==> src/rtl/clk_phase_sequencer_pkg.sv <==
// Shared types and the phase-to-strobe decode for the machine-cycle clock sequencer.
// One decode function keeps every strobe derived from the same phase value.
package clk_seq_pkg;

  typedef enum logic [1:0] {
    WAIT = 2'd0,
    HOLD = 2'd1,
    RUN  = 2'd2,
    STOP = 2'd3
  } seq_state_t;

  typedef struct packed {
    logic adr_p;
    logic adr_n;
    logic data_p;
    logic data_n;
    logic inc_p;
    logic inc_n;
    logic latch;
    logic main_p;
    logic main_n;
  } strobe_t;

  localparam strobe_t STROBES_IDLE = '{
    adr_p: 1'b0, adr_n: 1'b1, data_p: 1'b0, data_n: 1'b1,
    inc_p: 1'b0, inc_n: 1'b1, latch: 1'b0, main_p: 1'b0, main_n: 1'b1
  };

  function automatic strobe_t phase_strobes(input int idx, input int phases, input int latch_ph);
    strobe_t s;
    s.adr_p  = (idx >= 1);
    s.adr_n  = !s.adr_p;
    s.data_p = (idx >= phases / 2);
    s.data_n = !s.data_p;
    s.inc_p  = (idx == phases - 1);
    s.inc_n  = !s.inc_p;
    s.latch  = (idx == latch_ph);
    s.main_p = (idx == 0);
    s.main_n = !s.main_p;
    return s;
  endfunction

endpackage

==> src/rtl/clk_phase_sequencer_if.sv <==
// Bundle between the sequencer and its consumers: oscillator/run inputs, phase strobes and status.
// STATE is a debug copy of the sequencer FSM register.
interface clk_phase_sequencer_if #(
  parameter int PHASES = 4,
  parameter int CNT_W  = 16
);
  import clk_seq_pkg::*;

  localparam int PH_W = $clog2(PHASES);

  // Run/stop handshake: CLK_ENA is a level request sampled at each machine-cycle wrap in RUN;
  // STOPPED high is the acknowledgement that the sequencer is parked, and it drops on the edge
  // that restarts phase 0 after CLK_ENA returns high.
  logic              OSC_ENA;
  logic              CLK_ENA;
  logic [PH_W-1:0]   PHASE_IDX;
  logic [PHASES-1:0] PHASE_OH;
  logic              ADR_CLK_P;
  logic              ADR_CLK_N;
  logic              DATA_CLK_P;
  logic              DATA_CLK_N;
  logic              INC_CLK_P;
  logic              INC_CLK_N;
  logic              LATCH_CLK;
  logic              MAIN_CLK_P;
  logic              MAIN_CLK_N;
  logic              OSC_STABLE;
  logic              SYNC_RESET;
  logic              STOPPED;
  logic [CNT_W-1:0]  M_CYCLE_CNT;
  seq_state_t        STATE;

  modport master (
    input  OSC_ENA, CLK_ENA,
    output PHASE_IDX, PHASE_OH, ADR_CLK_P, ADR_CLK_N, DATA_CLK_P, DATA_CLK_N,
           INC_CLK_P, INC_CLK_N, LATCH_CLK, MAIN_CLK_P, MAIN_CLK_N,
           OSC_STABLE, SYNC_RESET, STOPPED, M_CYCLE_CNT, STATE
  );

  modport slave (
    output OSC_ENA, CLK_ENA,
    input  PHASE_IDX, PHASE_OH, ADR_CLK_P, ADR_CLK_N, DATA_CLK_P, DATA_CLK_N,
           INC_CLK_P, INC_CLK_N, LATCH_CLK, MAIN_CLK_P, MAIN_CLK_N,
           OSC_STABLE, SYNC_RESET, STOPPED, M_CYCLE_CNT, STATE
  );

endinterface

==> src/rtl/clk_phase_sequencer_osc_stable_timer.sv <==
// Saturating count of consecutive enabled cycles with a synchronous clear.
// hit_next is the next value of expired so the FSM can leave WAIT on the same edge.
module osc_stable_timer
  import clk_seq_pkg::*;
#(
  parameter int STABLE_CYCLES = 12
) (
  input  logic clk,
  input  logic rst,
  input  logic en,
  input  logic clr,
  output logic hit_next,
  output logic expired
);

  localparam int CW = $clog2(STABLE_CYCLES + 1);
  localparam logic [CW-1:0] SAT = CW'(STABLE_CYCLES);

  logic [CW-1:0] cnt_q, cnt_d;
  logic          expired_q, expired_d;

  always_comb begin
    cnt_d = cnt_q;
    if (clr) begin
      cnt_d = '0;
    end else if (en && (cnt_q != SAT)) begin
      cnt_d = cnt_q + 1'b1;
    end
    expired_d = (cnt_d == SAT);
  end

  always_ff @(posedge clk) begin
    if (rst) begin
      cnt_q     <= '0;
      expired_q <= 1'b0;
    end else begin
      cnt_q     <= cnt_d;
      expired_q <= expired_d;
    end
  end

  assign hit_next = expired_d;
  assign expired  = expired_q;

endmodule

==> src/rtl/clk_phase_sequencer.sv <==
// Machine-cycle clock sequencer: WAIT/HOLD/RUN/STOP FSM, phase counter, registered strobes
// and a completed-cycle counter. All outputs are decoded from next-state values and registered.
module clk_phase_sequencer
  import clk_seq_pkg::*;
#(
  parameter int PHASES        = 4,
  parameter int LATCH_PH      = 2,
  parameter int STABLE_CYCLES = 12,
  parameter int CNT_W         = 16
) (
  input  logic                  CLK,
  input  logic                  RESET,
  clk_phase_sequencer_if.master bus
);

  localparam int PH_W = $clog2(PHASES);
  localparam logic [PH_W-1:0] LAST_PH = PH_W'(PHASES - 1);

  seq_state_t        state_q, state_d;
  logic [PH_W-1:0]   phase_q, phase_d;
  logic [CNT_W-1:0]  mcnt_q, mcnt_d;
  logic [PHASES-1:0] oh_q, oh_d;
  strobe_t           stb_q, stb_d;
  logic              sync_reset_q, sync_reset_d;
  logic              stopped_q, stopped_d;
  logic              running;
  logic              wrap;
  logic              timer_hit;
  logic              timer_expired;

  osc_stable_timer #(
    .STABLE_CYCLES(STABLE_CYCLES)
  ) u_timer (
    .clk      (CLK),
    .rst      (RESET),
    .en       (state_q == WAIT),
    .clr      (!bus.OSC_ENA),
    .hit_next (timer_hit),
    .expired  (timer_expired)
  );

  assign wrap = (phase_q == LAST_PH);

  always_comb begin
    state_d = state_q;
    phase_d = '0;
    mcnt_d  = mcnt_q;
    case (state_q)
      WAIT: if (timer_hit) state_d = HOLD;
      HOLD: begin
        if (wrap) state_d = RUN;
        else      phase_d = phase_q + 1'b1;
      end
      RUN: begin
        if (wrap) begin
          mcnt_d = mcnt_q + 1'b1;
          if (!bus.CLK_ENA) state_d = STOP;
        end else begin
          phase_d = phase_q + 1'b1;
        end
      end
      STOP: if (bus.CLK_ENA) state_d = RUN;
      default: state_d = WAIT;
    endcase

    // Losing the oscillator abandons the cycle in progress; the interrupted wrap is not counted.
    if (!bus.OSC_ENA && (state_q != WAIT)) begin
      state_d = WAIT;
      phase_d = '0;
      mcnt_d  = mcnt_q;
    end

    running = (state_d == HOLD) || (state_d == RUN);
    stb_d   = running ? phase_strobes(int'(phase_d), PHASES, LATCH_PH) : STROBES_IDLE;
    oh_d    = '0;
    if (running) oh_d[phase_d] = 1'b1;
    sync_reset_d = (state_d == WAIT) || (state_d == HOLD);
    stopped_d    = (state_d == STOP);
  end

  always_ff @(posedge CLK) begin
    if (RESET) begin
      state_q      <= WAIT;
      phase_q      <= '0;
      mcnt_q       <= '0;
      oh_q         <= '0;
      stb_q        <= STROBES_IDLE;
      sync_reset_q <= 1'b1;
      stopped_q    <= 1'b0;
    end else begin
      state_q      <= state_d;
      phase_q      <= phase_d;
      mcnt_q       <= mcnt_d;
      oh_q         <= oh_d;
      stb_q        <= stb_d;
      sync_reset_q <= sync_reset_d;
      stopped_q    <= stopped_d;
    end
  end

  assign bus.PHASE_IDX   = phase_q;
  assign bus.PHASE_OH    = oh_q;
  assign bus.ADR_CLK_P   = stb_q.adr_p;
  assign bus.ADR_CLK_N   = stb_q.adr_n;
  assign bus.DATA_CLK_P  = stb_q.data_p;
  assign bus.DATA_CLK_N  = stb_q.data_n;
  assign bus.INC_CLK_P   = stb_q.inc_p;
  assign bus.INC_CLK_N   = stb_q.inc_n;
  assign bus.LATCH_CLK   = stb_q.latch;
  assign bus.MAIN_CLK_P  = stb_q.main_p;
  assign bus.MAIN_CLK_N  = stb_q.main_n;
  assign bus.OSC_STABLE  = timer_expired;
  assign bus.SYNC_RESET  = sync_reset_q;
  assign bus.STOPPED     = stopped_q;
  assign bus.M_CYCLE_CNT = mcnt_q;
  assign bus.STATE       = state_q;

endmodule
==> src/flat_wrapper.sv <==
// flat-port wrapper written by rule: the top's interface ports become plain ports
module clk_phase_sequencer_flat import clk_seq_pkg::*;
#(
  parameter int PHASES        = 4,
  parameter int LATCH_PH      = 2,
  parameter int STABLE_CYCLES = 12,
  parameter int CNT_W         = 16
)
  (CLK, RESET, bus_OSC_ENA, bus_CLK_ENA, bus_PHASE_IDX, bus_PHASE_OH, bus_ADR_CLK_P, bus_ADR_CLK_N, bus_DATA_CLK_P, bus_DATA_CLK_N, bus_INC_CLK_P, bus_INC_CLK_N, bus_LATCH_CLK, bus_MAIN_CLK_P, bus_MAIN_CLK_N, bus_OSC_STABLE, bus_SYNC_RESET, bus_STOPPED, bus_M_CYCLE_CNT, bus_STATE);
  clk_phase_sequencer_if #(.PHASES(PHASES), .CNT_W(CNT_W)) bus_i ();
  input  logic CLK;
  input  logic RESET;
  input wire logic [$bits(bus_i.OSC_ENA)-1:0] bus_OSC_ENA;
  input wire logic [$bits(bus_i.CLK_ENA)-1:0] bus_CLK_ENA;
  output wire logic [$bits(bus_i.PHASE_IDX)-1:0] bus_PHASE_IDX;
  output wire logic [$bits(bus_i.PHASE_OH)-1:0] bus_PHASE_OH;
  output wire logic [$bits(bus_i.ADR_CLK_P)-1:0] bus_ADR_CLK_P;
  output wire logic [$bits(bus_i.ADR_CLK_N)-1:0] bus_ADR_CLK_N;
  output wire logic [$bits(bus_i.DATA_CLK_P)-1:0] bus_DATA_CLK_P;
  output wire logic [$bits(bus_i.DATA_CLK_N)-1:0] bus_DATA_CLK_N;
  output wire logic [$bits(bus_i.INC_CLK_P)-1:0] bus_INC_CLK_P;
  output wire logic [$bits(bus_i.INC_CLK_N)-1:0] bus_INC_CLK_N;
  output wire logic [$bits(bus_i.LATCH_CLK)-1:0] bus_LATCH_CLK;
  output wire logic [$bits(bus_i.MAIN_CLK_P)-1:0] bus_MAIN_CLK_P;
  output wire logic [$bits(bus_i.MAIN_CLK_N)-1:0] bus_MAIN_CLK_N;
  output wire logic [$bits(bus_i.OSC_STABLE)-1:0] bus_OSC_STABLE;
  output wire logic [$bits(bus_i.SYNC_RESET)-1:0] bus_SYNC_RESET;
  output wire logic [$bits(bus_i.STOPPED)-1:0] bus_STOPPED;
  output wire logic [$bits(bus_i.M_CYCLE_CNT)-1:0] bus_M_CYCLE_CNT;
  output wire logic [$bits(bus_i.STATE)-1:0] bus_STATE;
  assign bus_i.OSC_ENA = bus_OSC_ENA;
  assign bus_i.CLK_ENA = bus_CLK_ENA;
  assign bus_PHASE_IDX = bus_i.PHASE_IDX;
  assign bus_PHASE_OH = bus_i.PHASE_OH;
  assign bus_ADR_CLK_P = bus_i.ADR_CLK_P;
  assign bus_ADR_CLK_N = bus_i.ADR_CLK_N;
  assign bus_DATA_CLK_P = bus_i.DATA_CLK_P;
  assign bus_DATA_CLK_N = bus_i.DATA_CLK_N;
  assign bus_INC_CLK_P = bus_i.INC_CLK_P;
  assign bus_INC_CLK_N = bus_i.INC_CLK_N;
  assign bus_LATCH_CLK = bus_i.LATCH_CLK;
  assign bus_MAIN_CLK_P = bus_i.MAIN_CLK_P;
  assign bus_MAIN_CLK_N = bus_i.MAIN_CLK_N;
  assign bus_OSC_STABLE = bus_i.OSC_STABLE;
  assign bus_SYNC_RESET = bus_i.SYNC_RESET;
  assign bus_STOPPED = bus_i.STOPPED;
  assign bus_M_CYCLE_CNT = bus_i.M_CYCLE_CNT;
  assign bus_STATE = bus_i.STATE;
  clk_phase_sequencer #(.PHASES(PHASES), .LATCH_PH(LATCH_PH), .STABLE_CYCLES(STABLE_CYCLES), .CNT_W(CNT_W)) u_core (.CLK(CLK), .RESET(RESET), .bus(bus_i));
endmodule
==> config.mk <==
export PLATFORM = sky130hd
export DESIGN_NAME = clk_phase_sequencer_flat
export DESIGN_NICKNAME = d
export VERILOG_FILES = /design/src/rtl/clk_phase_sequencer_pkg.sv /design/src/rtl/clk_phase_sequencer_if.sv /design/src/rtl/clk_phase_sequencer_osc_stable_timer.sv /design/src/rtl/clk_phase_sequencer.sv /design/src/flat_wrapper.sv
export SDC_FILE = /design/constraint.sdc
export NUM_CORES = 1
export LEC_CHECK = 0
export ABC_AREA = 1
export CAP_MARGIN = 0
export CORE_AREA = 2 2 63 65
export CTS_BUF_LIST = sky130_fd_sc_hd__clkbuf_8
export CTS_CLUSTER_DIAMETER = 30
export DETAILED_ROUTE_END_ITERATION = 8
export DIE_AREA = 0 0 65 67
export PLACE_DENSITY = 0.79
export SLEW_MARGIN = 5
export SYNTH_ARGS = -nofsm -noshare
export SYNTH_HDL_FRONTEND = slang
export SYNTH_HIERARCHICAL = 1
export SYNTH_SLANG_ARGS = --single-unit
==> constraint.sdc <==
create_clock -name CLK -period 3.5 [get_ports CLK]
set_clock_uncertainty 0.15 [all_clocks]
set_input_delay 0.525 -clock CLK [delete_from_list [all_inputs] [get_ports CLK]]
set_output_delay 0.525 -clock CLK [all_outputs]
set_load 0.02 [all_outputs]
[After elaboration in Yosys (flattened, before gate mapping)]
Index checks and enable logic that the tools add are counted.
Word-level totals
  bits in registers: 40
  input bits: 4
  output and inout bits: 36
Cells by class
  add/subtract/negate cells: 3
  bitwise logic cells: 2
  equal/unequal tests: 11
  $lt $le $gt $ge: 4
  reductions and logical operators: 17
  multiplexer cells: 14
Operators with widths (count)
  $mux 2: 9
  $add 16x1->16 const B: 1
  $eq 2x2->1 const B: 6
  $mux 4: 2
  $pmux 2 s4: 1
  $eq 2x1->1 const B: 3
  $logic_not 2->1: 3
  $logic_not 1->1: 5
  $add 4x1->4 const B: 1
  $eq 4x4->1 const B: 1
  $ge 2x1->1 const B: 2
  $ne 4x4->1 const B: 1
  $reduce_or 2->1: 2
  $logic_and 1x1->1: 3
  $lt 2x3->1 const B: 1
  $reduce_and 3->1: 1
  $add 2x1->2 const B: 1
  $demux 1 s2: 1
  $ge 2x2->1 const B: 1
  $logic_or 1x1->1: 2
  $not 1->1: 2
  $reduce_bool 2->1: 1
  $mux 1: 1

[Depth between registers and ports, before layout]
  depth in word-level cells: 12
  mapped depth: 20
  gate-level depth less buffers: 20

[By module]
Netlist, hierarchy kept.
By module, submodules not included
  clk_phase_sequencer: instances 1, area each 1517.7 um2, sequential area each 640.6 um2, cells each 203
  osc_stable_timer: instances 1, area each 317.8 um2, sequential area each 100.1 um2, cells each 43

[Worst setup path after synthesis]
OpenSTA, ideal clock, no wires.
  kind: reg-to-reg
  start point: register u_core.state_q[0], in the netlist u_core/bus.STATE[0]
  end point: register u_core.stb_q, in the netlist u_core/bus.ADR_CLK_P
  cell stages (with the launch flop): 18
  buffers on the path: 0
  period minus slack after synthesis: 2.743 ns
  arrival: 2.474 ns
  setup slack: 0.757 ns
  cells stage by stage: dfxtp_1 > inv_1 > ha_1 > a21o_1 > nand2_1 > nor2_2 > nand3_2 > nor2_1 > inv_1 > a21oi_1 > nor3_1 > inv_1 > ha_1 > nand2_1 > a31oi_1 > inv_1 > nor2_2 > nor2_1
On the way
  word-level cells in the longest chain between the ends: 12
  elaborated cells between the ends (all ways): 26
  classes of those cells: order compare (1); eq/ne (6); mux (11); bitwise (1); reduce/logical (7)
Ends and longest elaborated chain
  from (decl): RTL line clk_phase_sequencer.sv:19  | seq_state_t state_q, state_d;
  from (signal assigned): RTL line clk_phase_sequencer.sv:91  | state_q <= state_d;
  $logic_not 2->1 *: RTL line clk_phase_sequencer.sv:36  | .en (state_q == WAIT),
  $logic_and 1x1->1 *: RTL line clk_phase_sequencer_osc_stable_timer.sv:26  | end else if (en && (cnt_q != SAT)) begin
  $mux 4 *: RTL line clk_phase_sequencer_osc_stable_timer.sv:26
  $mux 4 *: RTL line clk_phase_sequencer_osc_stable_timer.sv:24  | if (clr) begin
  $eq 4x4->1 *: RTL line clk_phase_sequencer_osc_stable_timer.sv:29  | expired_d = (cnt_d == SAT);
  named net u_core.timer_hit: RTL line clk_phase_sequencer.sv:28  | logic timer_hit;
  $mux 2 *: RTL line clk_phase_sequencer.sv:49  | WAIT: if (timer_hit) state_d = HOLD;
  $pmux 2 s4 *: RTL line clk_phase_sequencer.sv:48  | case (state_q)
  $mux 2 *: RTL line clk_phase_sequencer.sv:67  | if (!bus.OSC_ENA && (state_q != WAIT)) begin
  named net u_core.state_d[1]: RTL line clk_phase_sequencer.sv:19
  $eq 2x1->1 or $eq 2x2->1 (tied branches): RTL line clk_phase_sequencer.sv:73  | running = (state_d == HOLD) || (state_d == RUN);
  $logic_or 1x1->1 *: RTL line clk_phase_sequencer.sv:73
  $not 1->1 (no line) *
  $reduce_or 2->1 (no line) *
  to (signal assigned): RTL line clk_phase_sequencer.sv:95  | stb_q <= stb_d;
  to (decl): RTL line clk_phase_sequencer.sv:23  | strobe_t stb_q, stb_d;
Mark *: on every way through the listed nets, which the timed path passes. The rest lies on a longest branch.
A chain may end at the register's enable or synchronous reset.

[Worst setup path after layout]
Ends and elaborated chain as after synthesis.

==> key figures <==
Run status
  – Status: finished clean

Power and ir drop
  – Power Dens Cells: ~600 nW/um^2
  – VDD IR max: just over 0.3 mV
  – Lkg Pwr: 0.966 nW

Floorplan
  – Die Area: ~4400 um^2
  – Core region area: 3610 um^2
  – IO Count: 40
  – # rows: 22
  – Starting Density: 0.509
  – Chip Width: between 60 and 70 um
  – Die extent in y: 67 um

Cells and area
  – Layout fillers: 330
  – Share of layout cells above drive strength 1: 0.115
  – Area Growth Syn to Fin: 29.9%
  – Layout net count: between 300 and 400
  – Final Util: 0.661
  – Diode count: 0
  – Register area: roughly 740 um^2
  – Multi-input gate area: between 800 and 900 um^2

Synth
  – Largest cells by area after synthesis: dfxtp_1, nand2_1, nor2_1, ha_1, inv_1
  – Post-synth ARST share: 0
  – Synthesized area: 1840 um^2
  – Library cells used by synthesis: 25
  – Largest family of logic cells by synthesized area: simple AND/OR/NAND/NOR gates
  – Synth Register Bits: 37
  – Multiplexer share of the synthesized area: 0
  – EDFF count, synth: 0
  – Area leader, netlist: dfxtp_1
  – Syn avg cell area: about 7.5 um^2
  – Mapped Nets: 262
  – Synth Area in Adders: 0.0818
  – Synth warnings: 6
  – Area share of the largest cell type after synthesis: 0.404
  – Synth top cells by count: nand2_1, nor2_1, inv_1, dfxtp_1, nand3_1
  – Synth Instances: around 250
  – Compound-Gate Fraction of Synth Area: 0.0648
  – Seq/Total Area, Yosys: 0.404
  – Post-Synth XOR/XNOR Area: 0
  – Simple-gate share of the synthesized area: 0.343
  – Ys flop type: dfxtp_1

GRT
  – Global-route wire length before repair: 6290 um
  – GR Util All Layers: 0.188
  – Number of global-route vias before repair: ~1,500
  – Largest net degree at the start of global routing: 17
  – Initial antenna violation count: 0
  – Total gr overflow: 0

Place
  – Gpl congestion: about 0.9
  – PortBufs: 39
  – HPWL Detailed: between 2000 and 3000 um
  – Setup WS pre-CTS: just over 0.5 ns

Clock network
  – CTS Buffer Depth: 2
  – Total CTS buffers: 5
  – Htree depth: 2
  – Post-CTS setup buffer count: 0
  – CTS tree: done
  – Post-CTS sizing: 0
  – Later-pin clock latency in the skew report: 0.29 ns
  – CTS Root Cell: clkbuf_8
  – Hold buffers post-CTS: 0
  – TritonCTS Sinks: 37
  – Clk slew on worst S/H paths: around 0.070 ns

Setup path
  – Crit Path Category: reg2reg
  – Crit end category: flop
  – CP cell instances: inv_1 -> ha_1 -> nand2_2 -> inv_1 -> nand2_1 -> nand2_1 -> nand2_1 -> nor2_1 -> inv_1 -> a21oi_1 -> nor3_1 -> inv_1 -> ha_1 -> nand2_1 -> a31oi_1 -> inv_1 -> nor2_2 -> nor2_1
  – Worst R2R Start: u_core/bus.STATE[0]$_SDFF_PP0_
  – Flop-to-flop setup slack: ~0.61 ns
  – Critical R2R Capture: u_core/bus.ADR_CLK_P$_SDFF_PP0_
  – Crit path arrival time: 2.92 ns
  – Crit-path most repeated cell: inv_1
  – Critical Path Fanout Max: 10
  – Top delay family on crit path: simple AND/OR/NAND/NOR gates
  – CP max-delay cell: dfxtp_1
  – Required @ worst endpoint: ~3.5 ns
  – Startpoint types: flop
  – Worst R2R Path Depth: 18
  – Max stage delay on crit path: 0.43 ns
  – Worst Path Buf+Inv: 5

Detailed routing
  – Initial DRC count: 84
  – Post-route antenna net violation count: 0
  – Average wire per standard cell: 10.8 um
  – DRC Markers: 0
  – Vias/cell: roughly 4.7
  – Routed vias: around 1,600
  – Detailed Route WL: 3640 um
  – TritonRoute pass-1 iters: 4

Timing
  – Final setup viols: 0
  – Rel. slew slack: 0.670
  – RSZ-0062 raised after global routing: false
  – Max-slew violations: 0
  – Fin crit share: 0.826
  – Worst Max-Slew Pin Slew: 0.493 ns
  – Final worst path period need: between 2 and 3 ns
  – Max Clock Freq: between 300 and 400 MHz
  – Final hold violation count: 0
  – Final worst slack: about 0.61 ns
  – TNS Setup: 0 ns

Job
  – MaxCap Viol Count: 0

Min path
  – Hold Path Stages: 1
  – End of the worst hold path: u_core/bus.M_CYCLE_CNT[2]$_SDFFE_PP0P_
  – Worst Hold Launch: u_core/bus.M_CYCLE_CNT[2]$_SDFFE_PP0P_
  – Hold Path Class: reg2reg
state kept, by name (all words and copies together) (netlist names), 2 cells and up:
signal and flops:
u_core/bus.PHASE_OH 3, u_core/bus.M_CYCLE_CNT 16, u_core/u_timer/cnt_q 4, u_core/bus.STATE 2, u_core/bus.PHASE_IDX 2
where the power goes:
part | leakage (nW) | switching (mW) | internal [mW]
Clock | 0.0681 | 0.151 | 0.283
Sequential | 0.300 | 0.0291 | 0.465
Combinational | 0.598 | 0.306 | 0.190
worst max-delay path by stage:
stage	slack (ns)	from	to	depth (start not counted)
CTS	0.61	u_core/bus.STATE[0]$_SDFF_PP0_	u_core/bus.ADR_CLK_P$_SDFF_PP0_	18
finish	0.61	u_core/bus.STATE[0]$_SDFF_PP0_	u_core/bus.ADR_CLK_P$_SDFF_PP0_	18
global placement	0.59	bus_OSC_ENA	u_core/bus.ADR_CLK_P$_SDFF_PP0_	16
floorplan	0.76	u_core/bus.STATE[0]$_SDFF_PP0_	u_core/bus.ADR_CLK_P$_SDFF_PP0_	17
detailed placement	0.51	bus_OSC_ENA	u_core/bus.ADR_CLK_P$_SDFF_PP0_	16
global route	0.28	u_core/bus.STATE[0]$_SDFF_PP0_	u_core/bus.ADR_CLK_P$_SDFF_PP0_	18
per-stage QoR:
step | power (mW) | hold slack [ns] | instance area, um^2 | cells
after global routing | 1.53 | 0.406 | 2380 | 336
after global placement | 0.992 | 0.346 | 2250 | 328
after CTS | 1.44 | 0.368 | 2380 | 336
final | 1.42 | 0.367 | 2380 | 336
after detailed placement | 1.00 | 0.348 | 2250 | 328
after floorplan | 0.862 | 0.408 | 1840 | 246
metal layers:
metal / track usage / part of all wire / routed length [um] / up-vias
met5: 0 / 0 / 0 / -
li1: - / - / - / 839
met2: 0.314 / 0.46 / 1670 / 46
met4: 0.0851 / 0.0069 / 25 / 0
met1: 0.223 / 0.48 / 1740 / 690
met3: 0.0524 / 0.054 / 198 / 2
area by class of cell:
class	instances	share of cell area
multi-input combinational	161	0.377
sequential	37	0.311
timing repair buffer	39	0.164
inverter	43	0.0677
clock buffer	5	0.0289
clock inverter	3	0.0273
tap	48	0.0252
cells by family after synthesis:
| logic type | Yosys count |
|---|---|
| AO/OA/AOI/OAI | 22 |
| adder cells (fa/ha/maj) | 12 |
| buffers and inverters | 48 |
| flip-flops | 37 |
| AND/OR/NAND/NOR | 127 |
cells in the final DEF (no fill, tap or decap), types with 3 or more instances in the layout:
cell type,instances
clkbuf_8,5
inv_1,39
nand4_1,3
nor2_2,6
a21oi_1,10
nand3_1,13
clkdlybuf4s50_1,39
nand3_2,5
nand2_1,41
nand2_2,4
dfxtp_1,37
ha_1,12
nor2_1,41
nor2_4,4
o21ai_0,8
nor3_1,6
inv_2,3
No activity file was read; power rests on OpenSTA's default activity.
